File: src/rtl/biriscv_fetch_queue_if.sv
// Fetch/issue handshake bundle for the instruction fetch queue.
// The slave side is the queue; the master side is fetch plus decode.
interface biriscv_fetch_queue_if #(
    parameter int IN_LANES = 2
);
    logic                     fetch_valid_i;
    logic [32*IN_LANES-1:0]   fetch_instr_i;
    logic [IN_LANES-1:0]      fetch_lane_valid_i;
    logic [31:0]              fetch_pc_i;
    logic                     fetch_fault_fetch_i;
    logic                     fetch_fault_page_i;
    logic                     fetch_accept_o;
    logic                     branch_request_i;

    logic                     out0_valid_o;
    logic [31:0]              out0_instr_o;
    logic [31:0]              out0_pc_o;
    logic                     out0_fault_fetch_o;
    logic                     out0_fault_page_o;
    logic                     out0_accept_i;

    logic                     out1_valid_o;
    logic [31:0]              out1_instr_o;
    logic [31:0]              out1_pc_o;
    logic                     out1_fault_fetch_o;
    logic                     out1_fault_page_o;
    logic                     out1_accept_i;

    modport slave (
        input  fetch_valid_i, fetch_instr_i, fetch_lane_valid_i, fetch_pc_i,
        input  fetch_fault_fetch_i, fetch_fault_page_i, branch_request_i,
        input  out0_accept_i, out1_accept_i,
        output fetch_accept_o,
        output out0_valid_o, out0_instr_o, out0_pc_o, out0_fault_fetch_o, out0_fault_page_o,
        output out1_valid_o, out1_instr_o, out1_pc_o, out1_fault_fetch_o, out1_fault_page_o
    );

    modport master (
        output fetch_valid_i, fetch_instr_i, fetch_lane_valid_i, fetch_pc_i,
        output fetch_fault_fetch_i, fetch_fault_page_i, branch_request_i,
        output out0_accept_i, out1_accept_i,
        input  fetch_accept_o,
        input  out0_valid_o, out0_instr_o, out0_pc_o, out0_fault_fetch_o, out0_fault_page_o,
        input  out1_valid_o, out1_instr_o, out1_pc_o, out1_fault_fetch_o, out1_fault_page_o
    );
endinterface

File: src/rtl/biriscv_fetch_queue.sv
// Instruction fetch queue: compacts valid lanes of each fetch group into a
// circular buffer and presents the two oldest entries to dual-issue decode.
module biriscv_fetch_queue #(
    parameter int IN_LANES = 2,
    parameter int DEPTH    = 8,
    parameter int DEPTH_W  = 3
) (
    input  logic                 clk,
    input  logic                 rst_n,
    biriscv_fetch_queue_if.slave fq,
    output logic [DEPTH_W:0]     level_o
);
    typedef struct packed {
        logic [31:0] instr;
        logic [31:0] pc;
        logic        ff;
        logic        fp;
    } entry_t;

    localparam logic [DEPTH_W+1:0] LP_DEPTH = (DEPTH_W+2)'(DEPTH);
    localparam logic [DEPTH_W+1:0] LP_LANES = (DEPTH_W+2)'(IN_LANES);

    entry_t             r_mem [0:DEPTH-1];
    logic [DEPTH_W:0]   r_wr_ptr;
    logic [DEPTH_W:0]   r_rd_ptr;

    logic [DEPTH_W:0]   w_wr_ptr_next;
    logic [DEPTH_W:0]   w_rd_ptr_next;
    logic [DEPTH_W:0]   w_count;
    logic [DEPTH_W+1:0] w_free;
    logic               w_accept;
    logic               w_fault;
    logic               w_push;
    logic [DEPTH_W:0]   w_popcnt;
    logic [DEPTH_W:0]   w_push_n;
    logic               w_out0_valid;
    logic               w_out1_valid;
    logic               w_pop0;
    logic               w_pop1;
    logic [31:0]        w_fault_pc;
    logic [DEPTH_W-1:0] w_rd_idx0;
    logic [DEPTH_W-1:0] w_rd_idx1;
    logic [DEPTH_W-1:0] w_wr_idx;

    logic [DEPTH_W:0]   w_lane_off [IN_LANES];
    logic [DEPTH_W-1:0] w_lane_idx [IN_LANES];
    logic [31:0]        w_lane_pc  [IN_LANES];

    // Occupancy and back-pressure come only from registered pointers.
    assign w_count  = r_wr_ptr - r_rd_ptr;
    assign w_free   = LP_DEPTH - {1'b0, w_count};
    assign w_accept = (w_free >= LP_LANES);
    assign level_o  = w_count;

    assign w_fault  = fq.fetch_fault_fetch_i | fq.fetch_fault_page_i;
    assign w_push   = fq.fetch_valid_i & w_accept & ~fq.branch_request_i;
    assign w_wr_idx = r_wr_ptr[DEPTH_W-1:0];

    // Each valid lane lands at wr_ptr plus the number of valid lanes below it.
    generate
        for (genvar gi = 0; gi < IN_LANES; gi++) begin : g_lane
            if (gi == 0) begin : g_first
                assign w_lane_off[gi] = '0;
            end else begin : g_rest
                assign w_lane_off[gi] = w_lane_off[gi-1]
                                      + {{DEPTH_W{1'b0}}, fq.fetch_lane_valid_i[gi-1]};
            end
            assign w_lane_idx[gi] = w_wr_idx + w_lane_off[gi][DEPTH_W-1:0];
            assign w_lane_pc[gi]  = fq.fetch_pc_i + (32'(gi) << 2);
        end
    endgenerate

    assign w_popcnt = w_lane_off[IN_LANES-1]
                    + {{DEPTH_W{1'b0}}, fq.fetch_lane_valid_i[IN_LANES-1]};
    assign w_push_n = w_fault ? (DEPTH_W+1)'(1) : w_popcnt;

    // A faulting group collapses to one entry tagged with its lowest valid lane.
    always_comb begin
        w_fault_pc = fq.fetch_pc_i;
        for (int k = IN_LANES - 1; k >= 0; k--) begin
            if (fq.fetch_lane_valid_i[k]) begin
                w_fault_pc = w_lane_pc[k];
            end
        end
    end

    always_ff @(posedge clk) begin
        if (w_push) begin
            if (w_fault) begin
                r_mem[w_wr_idx] <= '{instr: 32'h0, pc: w_fault_pc,
                                     ff: fq.fetch_fault_fetch_i,
                                     fp: fq.fetch_fault_page_i};
            end else begin
                for (int k = 0; k < IN_LANES; k++) begin
                    if (fq.fetch_lane_valid_i[k]) begin
                        r_mem[w_lane_idx[k]] <= '{instr: fq.fetch_instr_i[32*k +: 32],
                                                  pc: w_lane_pc[k], ff: 1'b0, fp: 1'b0};
                    end
                end
            end
        end
    end

    assign w_out0_valid = (w_count != '0);
    assign w_out1_valid = (w_count > (DEPTH_W+1)'(1));
    assign w_rd_idx0    = r_rd_ptr[DEPTH_W-1:0];
    assign w_rd_idx1    = w_rd_idx0 + DEPTH_W'(1);

    // Slot 1 may only retire alongside slot 0 to keep issue in order.
    assign w_pop0 = w_out0_valid & fq.out0_accept_i;
    assign w_pop1 = w_pop0 & w_out1_valid & fq.out1_accept_i;

    always_comb begin
        w_wr_ptr_next = r_wr_ptr;
        w_rd_ptr_next = r_rd_ptr;
        if (fq.branch_request_i) begin
            w_wr_ptr_next = '0;
            w_rd_ptr_next = '0;
        end else begin
            if (w_push) begin
                w_wr_ptr_next = r_wr_ptr + w_push_n;
            end
            w_rd_ptr_next = r_rd_ptr + (DEPTH_W+1)'(w_pop0) + (DEPTH_W+1)'(w_pop1);
        end
    end

    always_ff @(posedge clk or negedge rst_n) begin
        if (!rst_n) begin
            r_wr_ptr <= '0;
            r_rd_ptr <= '0;
        end else begin
            r_wr_ptr <= w_wr_ptr_next;
            r_rd_ptr <= w_rd_ptr_next;
        end
    end

    assign fq.fetch_accept_o     = w_accept;
    assign fq.out0_valid_o       = w_out0_valid;
    assign fq.out0_instr_o       = r_mem[w_rd_idx0].instr;
    assign fq.out0_pc_o          = r_mem[w_rd_idx0].pc;
    assign fq.out0_fault_fetch_o = r_mem[w_rd_idx0].ff;
    assign fq.out0_fault_page_o  = r_mem[w_rd_idx0].fp;
    assign fq.out1_valid_o       = w_out1_valid;
    assign fq.out1_instr_o       = r_mem[w_rd_idx1].instr;
    assign fq.out1_pc_o          = r_mem[w_rd_idx1].pc;
    assign fq.out1_fault_fetch_o = r_mem[w_rd_idx1].ff;
    assign fq.out1_fault_page_o  = r_mem[w_rd_idx1].fp;
endmodule

File: src/flat_wrapper.sv
// flat-port wrapper written by rule: the top's interface ports become plain ports
module biriscv_fetch_queue_flat 
#(
    parameter int IN_LANES = 2,
    parameter int DEPTH    = 8,
    parameter int DEPTH_W  = 3
)
  (clk, rst_n, level_o, fq_fetch_valid_i, fq_fetch_instr_i, fq_fetch_lane_valid_i, fq_fetch_pc_i, fq_fetch_fault_fetch_i, fq_fetch_fault_page_i, fq_branch_request_i, fq_out0_accept_i, fq_out1_accept_i, fq_fetch_accept_o, fq_out0_valid_o, fq_out0_instr_o, fq_out0_pc_o, fq_out0_fault_fetch_o, fq_out0_fault_page_o, fq_out1_valid_o, fq_out1_instr_o, fq_out1_pc_o, fq_out1_fault_fetch_o, fq_out1_fault_page_o);
  biriscv_fetch_queue_if #(.IN_LANES(IN_LANES)) fq_i ();
  input  logic clk;
  input  logic rst_n;
  output logic [DEPTH_W:0] level_o;
  input wire logic [$bits(fq_i.fetch_valid_i)-1:0] fq_fetch_valid_i;
  input wire logic [$bits(fq_i.fetch_instr_i)-1:0] fq_fetch_instr_i;
  input wire logic [$bits(fq_i.fetch_lane_valid_i)-1:0] fq_fetch_lane_valid_i;
  input wire logic [$bits(fq_i.fetch_pc_i)-1:0] fq_fetch_pc_i;
  input wire logic [$bits(fq_i.fetch_fault_fetch_i)-1:0] fq_fetch_fault_fetch_i;
  input wire logic [$bits(fq_i.fetch_fault_page_i)-1:0] fq_fetch_fault_page_i;
  input wire logic [$bits(fq_i.branch_request_i)-1:0] fq_branch_request_i;
  input wire logic [$bits(fq_i.out0_accept_i)-1:0] fq_out0_accept_i;
  input wire logic [$bits(fq_i.out1_accept_i)-1:0] fq_out1_accept_i;
  output wire logic [$bits(fq_i.fetch_accept_o)-1:0] fq_fetch_accept_o;
  output wire logic [$bits(fq_i.out0_valid_o)-1:0] fq_out0_valid_o;
  output wire logic [$bits(fq_i.out0_instr_o)-1:0] fq_out0_instr_o;
  output wire logic [$bits(fq_i.out0_pc_o)-1:0] fq_out0_pc_o;
  output wire logic [$bits(fq_i.out0_fault_fetch_o)-1:0] fq_out0_fault_fetch_o;
  output wire logic [$bits(fq_i.out0_fault_page_o)-1:0] fq_out0_fault_page_o;
  output wire logic [$bits(fq_i.out1_valid_o)-1:0] fq_out1_valid_o;
  output wire logic [$bits(fq_i.out1_instr_o)-1:0] fq_out1_instr_o;
  output wire logic [$bits(fq_i.out1_pc_o)-1:0] fq_out1_pc_o;
  output wire logic [$bits(fq_i.out1_fault_fetch_o)-1:0] fq_out1_fault_fetch_o;
  output wire logic [$bits(fq_i.out1_fault_page_o)-1:0] fq_out1_fault_page_o;
  assign fq_i.fetch_valid_i = fq_fetch_valid_i;
  assign fq_i.fetch_instr_i = fq_fetch_instr_i;
  assign fq_i.fetch_lane_valid_i = fq_fetch_lane_valid_i;
  assign fq_i.fetch_pc_i = fq_fetch_pc_i;
  assign fq_i.fetch_fault_fetch_i = fq_fetch_fault_fetch_i;
  assign fq_i.fetch_fault_page_i = fq_fetch_fault_page_i;
  assign fq_i.branch_request_i = fq_branch_request_i;
  assign fq_i.out0_accept_i = fq_out0_accept_i;
  assign fq_i.out1_accept_i = fq_out1_accept_i;
  assign fq_fetch_accept_o = fq_i.fetch_accept_o;
  assign fq_out0_valid_o = fq_i.out0_valid_o;
  assign fq_out0_instr_o = fq_i.out0_instr_o;
  assign fq_out0_pc_o = fq_i.out0_pc_o;
  assign fq_out0_fault_fetch_o = fq_i.out0_fault_fetch_o;
  assign fq_out0_fault_page_o = fq_i.out0_fault_page_o;
  assign fq_out1_valid_o = fq_i.out1_valid_o;
  assign fq_out1_instr_o = fq_i.out1_instr_o;
  assign fq_out1_pc_o = fq_i.out1_pc_o;
  assign fq_out1_fault_fetch_o = fq_i.out1_fault_fetch_o;
  assign fq_out1_fault_page_o = fq_i.out1_fault_page_o;
  biriscv_fetch_queue #(.IN_LANES(IN_LANES), .DEPTH(DEPTH), .DEPTH_W(DEPTH_W)) u_core (.clk(clk), .rst_n(rst_n), .fq(fq_i), .level_o(level_o));
endmodule
File: config.mk
export PLATFORM = sky130hd
export DESIGN_NAME = biriscv_fetch_queue_flat
export DESIGN_NICKNAME = d
export VERILOG_FILES = /design/src/rtl/biriscv_fetch_queue_if.sv /design/src/rtl/biriscv_fetch_queue.sv /design/src/flat_wrapper.sv
export SDC_FILE = /design/constraint.sdc
export NUM_CORES = 1
export LEC_CHECK = 0
export ABC_AREA = 0
export CAP_MARGIN = 20
export CORE_ASPECT_RATIO = 0.5
export CORE_MARGIN = 1.5
export CORE_UTILIZATION = 60
export CTS_CLUSTER_SIZE = 8
export DETAILED_ROUTE_END_ITERATION = 8
export PLACE_DENSITY_LB_ADDON = 0.3
export SLEW_MARGIN = 30
export SYNTH_ARGS = -nofsm -noshare
export SYNTH_HDL_FRONTEND = slang
export SYNTH_SLANG_ARGS = --single-unit
File: constraint.sdc
create_clock -name clk -period 5.1 [get_ports clk]
set_clock_uncertainty 0.05 [all_clocks]
set_input_delay 0.51 -clock clk [delete_from_list [all_inputs] [get_ports clk]]
set_output_delay 0.51 -clock clk [all_outputs]
set_load 0.01 [all_outputs]
==> run summary, run 1 <==
final hold vios - 0
number of global-route vias before repair - 24.4k
post-synth top area share - 0.491
area leader, netlist - edfxtp_1
Net Switching - 0.00608 W
Period minus WS final - 4680 ps
First-pass DRT Iterations - 6
Root Buffer - clkbuf_16
drt via density - 7.65
Worst-Margin Slew - 1070 ps
final hold slack - 136 ps
dominant cells by area after synthesis - edfxtp_1 49%, mux4_2 19%, a22o_1 7.3%, nand2_1 3.3%, o22ai_1 3.2%
RSZ-0062 raised after global routing - no
CTS Hold Bufs - 0
Syn Inst Count - 2357
Synth Area per Inst - 13.3 µm²
status - complete, no violations
CTS buffer count - 76
synth cell count leaders - 512 x edfxtp_1, 276 x nand2_1, 264 x mux4_2
IO buf count - 244
Max VDD drop - 0.000488 V
CP arrival - 4120 ps
antenna viol nets, final - 0
Critical Path Fanout Max - 96
initial drt markers - 4087
Crit path largest cell delay - 670 ps
Primary FF master, synth - edfxtp_1
CORE AREA - 50900 µm²
CTS sink cnt - 536
maximum clock path buffer count - 3
Fillers - 3276
vias - 24.5k
CP required - 4540 ps
Gate power share - 0.444
area delta synth->final - 16.5%
Die Height - 165 µm
sequential power share - 0.300
Async S/R FF share, synth - 0.0149
CTS tree - built
global-route wire length before repair - 149 mm
CP delay by family, top - buffers and inverters
RD Place Congestion - 0.996
post-synthesis cell area - 31300 µm²
Pwr Density - 487 nW/µm²
Post-synth EDFFs - 512
H-tree depth - 3
final WL - 103 mm
DIE AREA - 53700 µm²
Critical Path, Cell by Cell - buf_4 > buf_12 > buf_16 > mux4_2 > mux2_2 > clkdlybuf4s50_1
critical path type - reg2out
count leader, synth - edfxtp_1
die width - 326 µm
CP endpoint kind - output port
GR Overflow Total - 0
Synthesized Nets - 2480
setup bufs post-CTS - 0
post-route DRC violation count - 0
Clk Latency, worst-skew pair - 610 ps
io pins - 245
final critical-path setup slack - 422 ps
clock share of power - 0.256
switching share of power - 0.342
synth unique cells - 67
Pleak - 11.4 nW
initial antenna violation count - 3
post_cts resized - 0
Initial Utilization - 0.616
register bit total from synthesis - 536
fraction of layout cells with a size suffix above 1 - 0.216
Yosys warnings - 0
internal power - 0.0117 W
DP Wirelength - 58.6 mm
row cnt - 58
Max-Slew Margin vs Limit - 0.282
WP buf/inv - 4
Fmax - 214 MHz
average routed wire per standard cell - 32.0 µm
fin. max-slew vios - 0
All-Layer GR Usage - 0.379
Placement Setup Slack - 887 ps
Min-Delay Path Class - in2async
setup TNS - 0 ps
period utilisation layout - 0.917
clock-pin slew on the worst setup and hold paths - 60 ps
Setup Viol. Count Final - 0
max cap viols - 0
critical path's slowest cell - buf_4
largest net degree at the start of global routing - 162
post-synthesis sequential area ratio - 0.507
final-stage net count - 2621
Startpoint Class - flop
-- per-layer routing --
metal	global-route usage	vias up	wire length [µm]
met5	0	-	11
met4	0.196	2	5450
met3	0.0865	472	14300
met2	0.606	2357	47900
met1	0.493	12000	34800
li1	-	9699	-
-- final timing paths --
kind | cells after the start | slack [ps] | from | endpoint
worst max-delay path | 6 | 420 | u_core.r_rd_ptr[0] | fq_out1_instr_o[0]
worst min-delay path | 1 | 140 | rst_n | u_core.r_rd_ptr[3]
worst max register to register | 13 | 730 | u_core.r_wr_ptr[0] | u_core.r_mem[7][65]
worst min register to register | 1 | 440 | u_core.r_mem[1][1] | u_core.r_mem[1][1]
max in group asynchronous | 1 | 4550 | rst_n | u_core.r_rd_ptr[0]
min in group clk | 1 | 440 | u_core.r_mem[1][1] | u_core.r_mem[1][1]
-- power groups by stage --
stage	Clock (W)	Sequential, W	Combinational, W
after global placement	0	0.00538	0.00771
after CTS	0.00454	0.00533	0.00785
after global routing	0.00471	0.00536	0.00826
after detailed placement	0	0.00541	0.00779
after floorplan	0	0.00535	0.00476
final	0.00455	0.00534	0.00789
-- per-stage QoR --
step / std cells / utilization / instance area (µm²) / total power (W)
4_1_cts: 3202 / 0.717 / 36500 / 0.0177
3_5_place_dp: 3109 / 0.677 / 34400 / 0.0132
5_1_grt: 3205 / 0.718 / 36500 / 0.0183
2_1_floorplan: 2357 / - / 31300 / 0.0101
3_3_place_gp: 3109 / 0.677 / 34400 / 0.0131
6_report: 3206 / 0.718 / 36500 / 0.0178
-- registers in the layout (all words and copies together) (netlist names) --
| signal | cells |
|---|---|
| u_core.r_mem | 528 |
| u_core.r_rd_ptr | 4 |
| u_core.r_wr_ptr | 4 |
-- layout make-up --
class / count / area (µm²) / area share
Antenna cell: 3 / 7.51 / 0.000206
Clock buffer: 89 / 1990 / 0.0546
Clock inverter: 4 / 53.8 / 0.00147
Inverter: 29 / 119 / 0.00326
Multi-Input combinational cell: 1534 / 14400 / 0.394
Sequential cell: 536 / 15900 / 0.436
Tap cell: 690 / 863 / 0.0236
Timing Repair Buffer: 321 / 3190 / 0.0873
-- cell usage in the layout, fill, tap and decap left out, types with 13 or more instances in the layout --
cell	n
nand2_1	275
buf_4	63
clkdlybuf4s50_1	244
a21oi_1	17
ha_1	13
nor2_1	130
o22ai_1	160
edfxtp_1	512
nor3_1	55
dfxtp_1	16
mux2_2	66
nand3_1	39
clkbuf_16	78
a22o_1	260
mux4_2	264
nand4_1	13
or3_1	14
inv_1	17
xor2_1	34
xnor2_1	59
-- cell families (layout without fill, tap and decap cells) --
group,count (synthesis),after routing,synth area share
multiplexers,332,332,0.214
AO/OA/AOI/OAI,507,507,0.125
XOR/XNOR,94,94,0.0263
adder cells (fa/ha/maj),17,17,0.00751
other,0,3,0
flip-flops,536,536,0.507
AND/OR/NAND/NOR,584,584,0.0824
buffers and inverters,287,443,0.0373
Note: power is estimated with default switching activity, not from simulation.
==> run 2: changes to the inputs <==
- ABC_CLOCK_PERIOD_IN_PS: default -> 5100
==> results of run 2 <==
No change in the layout: final DEF, timing and power equal those of run 1.
